File: src/rtl/ysyx_22041211_pkg.sv
// rtl/ysyx_22041211_pkg.sv - shared types and constants for the instruction fetch unit
package ysyx_22041211_pkg;
    localparam int          INST_W       = 32;
    localparam logic [31:0] RESET_PC_DEF = 32'h8000_0000;

    typedef enum logic [1:0] {
        S_REQ  = 2'd0,
        S_WAIT = 2'd1,
        S_HOLD = 2'd2
    } ifu_state_e;
endpackage

File: src/rtl/ysyx_22041211_pc_reg.sv
// rtl/ysyx_22041211_pc_reg.sv - fetch PC register, loads redirect target or pc+4
module ysyx_22041211_pc_reg
    import ysyx_22041211_pkg::*;
#(
    parameter logic [INST_W-1:0] RESET_PC = RESET_PC_DEF
) (
    input  logic              clk,
    input  logic              rst,
    input  logic              i_load,
    input  logic              i_redirect,
    input  logic [INST_W-1:0] i_target,
    output logic [INST_W-1:0] o_pc
);
    logic [INST_W-1:0] r_pc;
    logic [INST_W-1:0] w_next;

    // Redirect wins over sequential advance; the add wraps naturally at 2^32.
    assign w_next = i_redirect ? (i_target & ~32'h3) : (r_pc + 32'd4);

    always_ff @(posedge clk) begin
        if (rst) begin
            r_pc <= RESET_PC;
        end else if (i_load) begin
            r_pc <= w_next;
        end
    end

    assign o_pc = r_pc;
endmodule

File: src/rtl/ysyx_22041211_ifu.sv
// rtl/ysyx_22041211_ifu.sv - instruction fetch unit: one outstanding fetch, valid/ready to decode
module ysyx_22041211_ifu
    import ysyx_22041211_pkg::*;
#(
    parameter logic [INST_W-1:0] RESET_PC = RESET_PC_DEF
) (
    input  logic              clk,
    input  logic              rst,
    output logic              req_valid_o,
    input  logic              req_ready_i,
    output logic [INST_W-1:0] req_addr_o,
    input  logic              rsp_valid_i,
    input  logic [INST_W-1:0] rsp_data_i,
    input  logic              redirect_i,
    input  logic [INST_W-1:0] redirect_pc_i,
    output logic              valid_o,
    input  logic              ready_i,
    output logic [INST_W-1:0] inst_o,
    output logic [INST_W-1:0] pc_o
);
    ifu_state_e        r_state;
    logic              r_drop;
    logic              r_valid;
    logic [INST_W-1:0] r_inst;
    logic [INST_W-1:0] r_pc_o;
    logic [INST_W-1:0] w_pc;
    logic              w_pc_load;

    // Advance only on a decode handshake; r_valid is high exactly in S_HOLD.
    assign w_pc_load = redirect_i | (r_valid & ready_i);

    ysyx_22041211_pc_reg #(
        .RESET_PC (RESET_PC)
    ) u_pc_reg (
        .clk        (clk),
        .rst        (rst),
        .i_load     (w_pc_load),
        .i_redirect (redirect_i),
        .i_target   (redirect_pc_i),
        .o_pc       (w_pc)
    );

    // Masked by rst so no request leaks out while the memory side is also held in reset.
    assign req_valid_o = (r_state == S_REQ) & ~rst;
    assign req_addr_o  = w_pc;
    assign valid_o     = r_valid;
    assign inst_o      = r_inst;
    assign pc_o        = r_pc_o;

    always_ff @(posedge clk) begin
        if (rst) begin
            r_state <= S_REQ;
            r_drop  <= 1'b0;
            r_valid <= 1'b0;
            r_inst  <= '0;
            r_pc_o  <= '0;
        end else begin
            case (r_state)
                S_REQ: begin
                    if (req_ready_i) begin
                        r_state <= S_WAIT;
                        r_drop  <= redirect_i;
                    end
                end
                S_WAIT: begin
                    if (rsp_valid_i) begin
                        if (r_drop || redirect_i) begin
                            r_drop  <= 1'b0;
                            r_state <= S_REQ;
                        end else begin
                            r_inst  <= rsp_data_i;
                            r_pc_o  <= w_pc;
                            r_valid <= 1'b1;
                            r_state <= S_HOLD;
                        end
                    end else if (redirect_i) begin
                        r_drop <= 1'b1;
                    end
                end
                S_HOLD: begin
                    if (redirect_i || ready_i) begin
                        r_valid <= 1'b0;
                        r_state <= S_REQ;
                    end
                end
                default: begin
                    r_valid <= 1'b0;
                    r_drop  <= 1'b0;
                    r_state <= S_REQ;
                end
            endcase
        end
    end
endmodule

File: config.mk
export PLATFORM = sky130hd
export DESIGN_NAME = ysyx_22041211_ifu
export DESIGN_NICKNAME = d
export VERILOG_FILES = /design/src/rtl/ysyx_22041211_pkg.sv /design/src/rtl/ysyx_22041211_pc_reg.sv /design/src/rtl/ysyx_22041211_ifu.sv
export SDC_FILE = /design/constraint.sdc
export NUM_CORES = 1
export LEC_CHECK = 0
export ABC_AREA = 1
export BUFFER_PORTS_ARGS = -buffer_cell sky130_fd_sc_hd__buf_2
export CAP_MARGIN = 20
export CORE_ASPECT_RATIO = 1.75
export CORE_MARGIN = 2
export CORE_UTILIZATION = 55
export CTS_BUF_LIST = sky130_fd_sc_hd__clkbuf_4 sky130_fd_sc_hd__clkbuf_8
export CTS_CLUSTER_DIAMETER = 40
export DETAILED_ROUTE_END_ITERATION = 16
export PLACE_DENSITY_LB_ADDON = 0.05
export SLEW_MARGIN = 20
export SYNTH_ARGS = -nofsm -noshare
export SYNTH_HDL_FRONTEND = slang
export SYNTH_SLANG_ARGS = --single-unit
File: constraint.sdc
create_clock -name clk -period 2.75 [get_ports clk]
set_clock_uncertainty 0.1 [all_clocks]
set_input_delay 0.55 -clock clk [delete_from_list [all_inputs] [get_ports clk]]
set_output_delay 0.55 -clock clk [all_outputs]
set_load 0.005 [all_outputs]
==> results of run 1 <==
-- metrics by stage --
step                      instance area (sq um)  hold WS [ns]
after floorplan                            4620         0.340
after global placement                     5450         0.351
after detailed placement                   5450         0.364
after CTS                                  5650         0.281
after global routing                       5650         0.286
final                                      5650         0.285
-- where the power goes --
| group | leakage, nW | internal (W) | switching (W) |
|---|---|---|---|
| sequential | 0.783 | 0.00145 | 0.0000632 |
| combinational | 1.80 | 0.000149 | 0.000201 |
| clock | 0.107 | 0.000448 | 0.000509 |
-- worst max-delay path, delay by kind of cell, from the launching register on --
kind | cells | cell delay, ns
AO/OA/AOI/OAI | 1 | 0.05
flip-flops | 1 | 0.45
AND/OR/NAND/NOR | 7 | 0.68
adder cells (fa/ha/maj) | 1 | 0.27
buffers and inverters | 1 | 0.19
-- state kept, by name, summed over array words and instances, names as in the netlist --
register,count
valid_o,1
pc_o,30
r_state,2
u_pc_reg.o_pc,30
r_drop,1
inst_o,32
-- worst paths after layout --
check                   startpoint           endpoint  cells past startpoint
setup reg to reg  u_pc_reg.o_pc[3]  u_pc_reg.o_pc[26]                     10
hold reg to reg             r_drop             r_drop                      2
setup / recovery  u_pc_reg.o_pc[3]  u_pc_reg.o_pc[26]                     10
hold / removal       rsp_data_i[2]          inst_o[2]                      3
-- cell type report --
class                      count  share of cell area
timing repair buffer         172               0.162
multi-input combinational    486               0.408
clock buffer                  10              0.0244
clock inverter                 6              0.0117
tap                           92              0.0204
inverter                      51              0.0339
sequential                    96               0.340
-- routing by layer --
layer,global-route usage,wire length (um),vias to the layer above
li1,-,-,2484
met4,0.146,481,0
met1,0.347,5200,2303
met2,0.555,7460,171
met3,0.0604,768,30
met5,0,0,-
-- placed cells by master (no fill, tap or decap), drive strengths merged, types with 5 or more instances in the layout --
cell,instances
a21oi,52
buf,172
clkbuf,10
clkinv,5
dfxtp,96
inv,51
nand2,126
nand3,35
nand4,7
nor2,141
o211ai,5
o21ai,93
-- logic make-up after synthesis --
family / after synthesis
fa+ha+maj: 1
xor+xnor: 1
flops: 96
buf+inv: 90
compound gates: 166
other cells: 1
simple gates: 314
==> results.json, run 1 <==
{
  "outcome": "complete, no violations",
  "synthToLayoutAreaGrowth_pct": 22.5,
  "cts_inserted_buffers": 9,
  "hpwl_mm": 10.3,
  "yosys-mux-area-fraction": 0,
  "cts_resized": 0,
  "global_route.overflow_total": 0,
  "detailroute.via_count": 4988,
  "hold_violations": 0,
  "synth.top_cells.by_count": "127 x nor2_1, 116 x nand2_1, 96 x dfxtp_1, 88 x o21ai_0, 52 x a21oi_1",
  "fraction_of_final_layout_cells_sized_beyond_drive_strength_1": 0.270,
  "clk_latency_ns": 0.38,
  "cts.reportedPaths.clkPinSlew_ns": 0.09,
  "xor_and_xnor_area_share_after_synthesis": 0.00190,
  "slowest_delay_ns": 0.45,
  "fillerInstances": 778,
  "grt_start_max_net_pins": 84,
  "combinational_family_with_the_most_area_after_synthesis": "simple AND/OR/NAND/NOR gates",
  "ys_async_sr_fraction": 0,
  "timing.final.crit_share": 0.676,
  "yosysUniqueCellTypes": 38,
  "number_of_detailed_route_iterations_in_the_first_pass": 4,
  "initial_core_util": 0.562,
  "critical_path.slowest_cell": "dfxtp_1",
  "placedCellCount": 897,
  "synthesis.area_per_instance_sq_um": 6.90,
  "fp.coreArea_sq_mm": 0.00820,
  "fp.dieArea_sq_mm": 0.00917,
  "timing.final.crit_period_ns": 1.86,
  "synth_warnings": 0,
  "synth_fa_ha_area_frac": 0.00271,
  "layout.cells.non_filler": 913,
  "timing.setup.critical_path_class": "reg2reg",
  "worst_ir_drop_vdd_mv": 0.460,
  "num-nets-final": 887,
  "yosys-top-cells-area": "dfxtp_1 42%, nor2_1 10%, o21ai_0 9.5%, nand2_1 9.4%, a21oi_1 5.6%",
  "fmax_mhz": 538,
  "synth_area_sq_mm": 0.00461,
  "cellPowerDensity_mw_per_mm2": 500,
  "insertedDiodeCount": 0,
  "critPathCaptureType": "register",
  "placement.io_buffers": 161,
  "cts_post_setup_buffers_inserted": 0,
  "worstPathArrival_ns": 2.03,
  "fp.dieH_um": 125,
  "r2r_setup_slack_ns": 0.89,
  "placement.setup.worst_slack_ns": 0.719,
  "rows": 44,
  "maxCapViolCount": 0,
  "multi_input_area_sq_mm": 0.00230,
  "cts_htree_levels": 3,
  "synthCells": 669,
  "timing_max_transition_violations_final": 0,
  "post-synth-top-count-cell": "nor2_1",
  "drt-initial-drc-count": 302,
  "fraction_of_the_mapped_netlist_area_in_compound_gates": 0.194,
  "io-pin-count": 168,
  "regArea_sq_mm": 0.00192,
  "number_of_antenna_violations_at_the_first_check_in_global_routing": 0,
  "timing_worst_slew_pin_value_ns": 0.519,
  "simple_gate_share_of_the_synthesized_area": 0.298,
  "post_synth_edffs": 0,
  "total_negative_setup_slacks_ns": 0,
  "drt_drc_violations_left": 0,
  "relative_slew_margins": 0.653,
  "worstPathCellList": "ha_1 -> nand2_2 -> nor2_2 -> nand2_2 -> inv_1 -> nand2_1 -> nand2_1 -> nand3_1 -> nand2_1 -> a21oi_1",
  "cts.sink_count": 96,
  "grt_pass1_wl_mm": 22.5,
  "holdCritPathClass": "in2reg",
  "grt_setup_unrepaired": "no",
  "p_leak_nw": 2.69,
  "vias_per_cell": 5.46,
  "grt.total_usage": 0.314,
  "report.power.total_w": 0.00282,
  "post-route-worst-setup-slack_ns": 0.890,
  "final_core_utilization": 0.689,
  "flops_latches_synth": 96,
  "drtAntennaViolNets": 0,
  "yosys_most_used_dff": "dfxtp_1",
  "globalplace.congestion": 0.958,
  "cts_hold_buf": 0,
  "clockRootBuffer": "clkbuf_8",
  "timing.critical_path.from_type": "register",
  "report.final.setup_viol": 0,
  "finalWirelength_mm": 13.9,
  "yosys.area.top_type": "dfxtp_1",
  "synth_top_area_share": 0.417,
  "detail_route.wl_per_cell_um": 15.2,
  "tritoncts": "yes",
  "ys_seq_area_frac": 0.417,
  "clk_path_buf_depth": 2,
  "crit_fanout": 6,
  "worstPathRequired_ns": 2.92,
  "critical-path-top-cell-by-count": "nand2_1",
  "die_w_um": 73.2,
  "first_global_vias": 4798
}
Note: power is estimated with default switching activity, not from simulation.
==> run 2, diff against run 1 <==
- CORE_UTILIZATION: 55 -> 46
- clock period: 2.75 -> 1.5 ns (I/O delays scaled with it)
==> results.json, run 2 (synthesis gave the netlist of run 1 again) <==
{
  "outcome": "finished, violations left",
  "violations": "negative setup slack",
  "crit_fanout": 28,
  "timing.critical_path.from_type": "register",
  "rows": 48,
  "tritoncts": "yes",
  "placement.io_buffers": 161,
  "fin_worst_hold_slack_ns": 0.0251,
  "hold_violations": 0,
  "timing.final.crit_period_ns": 1.57,
  "timing_max_transition_violations_final": 0,
  "drt_drc_violations_left": 0,
  "largest_register_ffs": 32,
  "drtAntennaViolNets": 0,
  "clockRootBuffer": "clkbuf_8",
  "detailroute.via_count": 5473,
  "worst_ir_drop_vdd_mv": 0.689,
  "cts_hold_buf": 0,
  "hpwl_mm": 12.5,
  "cts_inserted_buffers": 9,
  "fp.dieArea_sq_mm": 0.0109,
  "worstPathArrival_ns": 1.75,
  "cts_htree_levels": 3,
  "grt_setup_unrepaired": "yes",
  "final_cell_mix": "159 x buf_2, 95 x nand2_1, 92 x nor2_1",
  "num-nets-final": 975,
  "cellPowerDensity_mw_per_mm2": 794,
  "clk_latency_ns": 0.38,
  "maxCapViolCount": 0,
  "worstPathCellList": "nor2_1 -> nand2_2 -> nor2_4 -> buf_12 -> inv_1 -> buf_12 -> nor2_1 -> nor2_1",
  "holdCritPathClass": "in2reg",
  "final_core_utilization": 0.714,
  "die_w_um": 79.7,
  "post-route-worst-setup-slack_ns": -0.0745,
  "grt.total_usage": 0.307,
  "synthToLayoutAreaGrowth_pct": 51.5,
  "placement.setup.worst_slack_ns": -0.205,
  "cts.sink_count": 96,
  "fmax_mhz": 635,
  "fp.coreArea_sq_mm": 0.00979,
  "vias_per_cell": 5.29,
  "clk_path_buf_depth": 2,
  "finalWirelength_mm": 17.5,
  "cts.reportedPaths.clkPinSlew_ns": 0.10,
  "worstPathRequired_ns": 1.67,
  "global_route.overflow_total": 0,
  "detail_route.wl_per_cell_um": 16.9,
  "critical_path.slowest_cell": "dfxtp_1",
  "layout.cells.most_common": "buf_2",
  "critical-path-top-cell-by-count": "nor2_1",
  "slowest_delay_ns": 0.33,
  "crit_buf_inv": 3,
  "globalplace.congestion": 0.907,
  "insertedDiodeCount": 0,
  "io-pin-count": 168,
  "number_of_antenna_violations_at_the_first_check_in_global_routing": 0,
  "grt_pass1_wl_mm": 25.6,
  "worst_path_dominant_cell_family": "simple AND/OR/NAND/NOR gates",
  "fillerInstances": 839,
  "fp.dieH_um": 136,
  "timing.final.crit_share": 1.05,
  "number_of_detailed_route_iterations_in_the_first_pass": 5,
  "first_global_vias": 5214,
  "initial_core_util": 0.471,
  "timing.setup.critical_path_class": "reg2reg",
  "report.final.setup_viol": 46,
  "p_leak_nw": 3.28,
  "fraction_of_final_layout_cells_sized_beyond_drive_strength_1": 0.458,
  "critPathCaptureType": "register",
  "drt-initial-drc-count": 288,
  "grt_start_max_net_pins": 65
}
run 2: worst paths after layout:
check,from,to,slack (ns),cells past startpoint
setup / recovery,r_drop,inst_o[14],-0.07,8
hold / removal,rsp_data_i[30],inst_o[30],0.03,3
setup reg to reg,r_drop,inst_o[14],-0.07,8
hold reg to reg,r_drop,r_drop,0.40,2
run 2: routing by layer:
| metal | share of wire | up-vias | wire length (um) | GRT usage |
|---|---|---|---|---|
| met5 | 0 | - | 0 | 0 |
| met4 | 0.038 | 0 | 663 | 0.146 |
| met3 | 0.045 | 42 | 794 | 0.0538 |
| met2 | 0.55 | 199 | 9690 | 0.572 |
| met1 | 0.36 | 2576 | 6360 | 0.325 |
| li1 | - | 2656 | - | - |
run 2: repair_timing:
item | 4_1_cts | 5_1_grt
gates cloned | 0 | 5
setup buffers | 7 | 5
pin swaps | 11 | 33
setup endpoints to repair | 37 | 93
gates resized for setup | 56 | 110
run 2: worst reg2reg max path, stage by stage, from the launching register on:
cell     delay (ns)
dfxtp_1        0.33
nor2_1         0.21
nand2_2        0.10
nor2_4         0.14
buf_12         0.14
inv_1          0.11
buf_12         0.18
nor2_1         0.12
nor2_1         0.05
run 2: layout make-up:
class | count | area (sq um) | share of cell area
Sequential cell | 96 | 1980 | 0.284
Clock buffer | 9 | 124 | 0.0177
Inverter | 51 | 199 | 0.0285
Timing Repair Buffer | 260 | 1790 | 0.256
Clock inverter | 7 | 87.6 | 0.0125
Tap cell | 125 | 156 | 0.0224
Multi-Input combinational cell | 486 | 2650 | 0.379
run 2: report_power, final:
part	internal (W)	switching, W
Sequential	0.00266	0.0000962
Combinational	0.000443	0.000501
Clock	0.000810	0.00104
Total	0.00391	0.00164
run 2: metrics by stage:
| stage | std cells | TNS [ns] | power [W] | area (sq um) |
|---|---|---|---|---|
| floorplan | 672 | 0 | 0.00318 | 4630 |
| global route | 1034 | -6.97 | 0.00579 | 6990 |
| finish | 1034 | -1.84 | 0.00555 | 6990 |
| detailed placement | 1001 | -1.81 | 0.00362 | 6080 |
| CTS | 1024 | -0.0845 | 0.00549 | 6510 |
| global placement | 1001 | -1.05 | 0.00360 | 6080 |
==> run 3, diff against run 2 <==
- ABC_AREA: 1 -> 0
- CORE_UTILIZATION: 46 -> 45
- clock period: 1.5 -> 1.35 ns (I/O delays scaled with it)
==> results.json, run 3 <==
{
  "outcome": "finished, violations left",
  "violations": "negative setup slack",
  "tritoncts": "yes",
  "detailroute.via_count": 5409,
  "yosys-mux-area-fraction": 0.00244,
  "grt_start_max_net_pins": 33,
  "report.final.setup_viol": 102,
  "ys_async_sr_fraction": 0,
  "placement.setup.worst_slack_ns": -0.811,
  "hold_violations": 0,
  "synth_top_area_share": 0.468,
  "die_w_um": 76.2,
  "largest_register_ffs": 32,
  "flops_latches_synth": 96,
  "yosys_most_used_dff": "dfxtp_1",
  "fraction_of_final_layout_cells_sized_beyond_drive_strength_1": 0.648,
  "io-pin-count": 168,
  "synth_warnings": 0,
  "clk_path_buf_depth": 2,
  "fp.dieH_um": 130,
  "worstPathArrival_ns": 2.26,
  "yosys.area.top_type": "dfxtp_1",
  "simple_gate_share_of_the_synthesized_area": 0.280,
  "clk_latency_ns": 0.38,
  "detail_route.wl_per_cell_um": 20.9,
  "crit_fanout": 4,
  "yosysUniqueCellTypes": 46,
  "post-synth-top-count-cell": "nand2_1",
  "drt-initial-drc-count": 349,
  "combinational_family_with_the_most_area_after_synthesis": "simple AND/OR/NAND/NOR gates",
  "number_of_antenna_violations_at_the_first_check_in_global_routing": 0,
  "fmax_mhz": 481,
  "insertedDiodeCount": 0,
  "rows": 46,
  "maxCapViolCount": 0,
  "finalWirelength_mm": 19.5,
  "placement.io_buffers": 161,
  "total_negative_setup_slacks_ns": -17.32,
  "first_global_vias": 4715,
  "grt.total_usage": 0.292,
  "cellPowerDensity_mw_per_mm2": 811,
  "worst_ir_drop_vdd_mv": 0.574,
  "synthesis.area_per_instance_sq_um": 7.85,
  "final_cell_mix": "140 x buf_2, 82 x buf_4, 74 x nand2_1",
  "p_leak_nw": 3.36,
  "post-route-worst-setup-slack_ns": -0.729,
  "drt_drc_violations_left": 0,
  "synth_fa_ha_area_frac": 0.00305,
  "yosys-top-cells-area": "dfxtp_1 47%, nand2_1 13%, a21oi_1 7.9%, clkbuf_1 3.2%, a311oi_1 2.8%",
  "ys_seq_area_frac": 0.468,
  "worstPathRequired_ns": 1.53,
  "synth.top_cells.by_count": "142 x nand2_1, 96 x dfxtp_1, 65 x a21oi_1, 35 x clkbuf_1, 30 x nor2_1",
  "timing_max_transition_violations_final": 0,
  "grt_setup_unrepaired": "yes",
  "layout.cells.most_common": "buf_2",
  "globalplace.congestion": 0.903,
  "fraction_of_the_mapped_netlist_area_in_compound_gates": 0.174,
  "vias_per_cell": 5.80,
  "fp.coreArea_sq_mm": 0.00898,
  "cts_htree_levels": 3,
  "synthToLayoutAreaGrowth_pct": 91.0,
  "number_of_detailed_route_iterations_in_the_first_pass": 5,
  "critPathCaptureType": "register",
  "fp.dieArea_sq_mm": 0.00994,
  "post_synth_edffs": 0,
  "initial_core_util": 0.457,
  "drtAntennaViolNets": 0,
  "timing.final.crit_period_ns": 2.08,
  "timing.critical_path.from_type": "register",
  "clockRootBuffer": "clkbuf_8",
  "timing.final.crit_share": 1.54,
  "synth_area_sq_mm": 0.00411,
  "hpwl_mm": 10.5,
  "cts.reportedPaths.clkPinSlew_ns": 0.10,
  "grt_pass1_wl_mm": 22.9,
  "global_route.overflow_total": 0,
  "num-nets-final": 879,
  "xor_and_xnor_area_share_after_synthesis": 0.0235,
  "synthCells": 523,
  "timing.setup.critical_path_class": "reg2reg",
  "holdCritPathClass": "in2reg",
  "cts.sink_count": 96,
  "cts_inserted_buffers": 9
}
## run 3: final cells by class
cell class	count	area, sq um
multi-input combinational	382	2910
fill	463	1130
timing repair buffer	312	2550
inverter	7	26.3
sequential	96	2010
tap	120	150
clock inverter	6	75.1
clock buffer	10	131
## run 3: logic make-up after synthesis
kind of cell | Yosys count
fa+ha+maj | 1
simple gates | 249
xor+xnor | 11
mux | 1
compound gates | 116
buf+inv | 48
flops | 96
other cells | 1
## run 3: report_power, final
| part | switching, W | total (W) | internal (W) |
|---|---|---|---|
| combinational | 0.000607 | 0.00128 | 0.000669 |
| sequential | 0.000124 | 0.00306 | 0.00294 |
| clock | 0.00112 | 0.00203 | 0.000908 |
## run 3: timing repair
action	4_1_cts	5_1_grt
hold buffers	0	0
endpoints found under the hold margin	0	0
pin swaps	27	107
setup endpoints to repair	111	99
resized for setup	102	208
buffers inserted	29	21
cloned	3	12
## run 3: worst paths after layout
check	from	end	slack, ns	cells past startpoint
hold reg to reg	inst_o[13]	inst_o[13]	0.36	2
hold / removal	rsp_data_i[13]	inst_o[13]	0.03	3
setup reg to reg	u_pc_reg.o_pc[11]	u_pc_reg.o_pc[17]	-0.73	6
setup / recovery	u_pc_reg.o_pc[11]	u_pc_reg.o_pc[17]	-0.73	6
## run 3: critical path, stage by stage, from the launching register on
cell      delay [ns]
dfxtp_4         0.36
buf_6           0.09
nand4_1         0.24
or3_4           0.43
buf_6           0.14
or4_4           0.42
a311oi_2        0.21
## run 3: metrics by stage
step	total power [W]	area, sq um	instances	hold WS (ns)	util
after CTS	0.00607	6770	909	0.0189	0.754
after floorplan	0.00342	4300	526	0.299	-
after global placement	0.00391	5880	867	0.338	0.654
final	0.00637	7850	933	0.0332	0.874
after detailed placement	0.00393	5880	867	0.344	0.654
after global routing	0.00654	7850	933	0.0457	0.874
## run 3: routing by layer
metal  GRT usage  wire length (um)  part of all wire
met4       0.181              1180             0.061
met1       0.306              6490              0.33
met2       0.553             10700              0.55
met5           0                 0                 0
met3      0.0385              1150             0.059
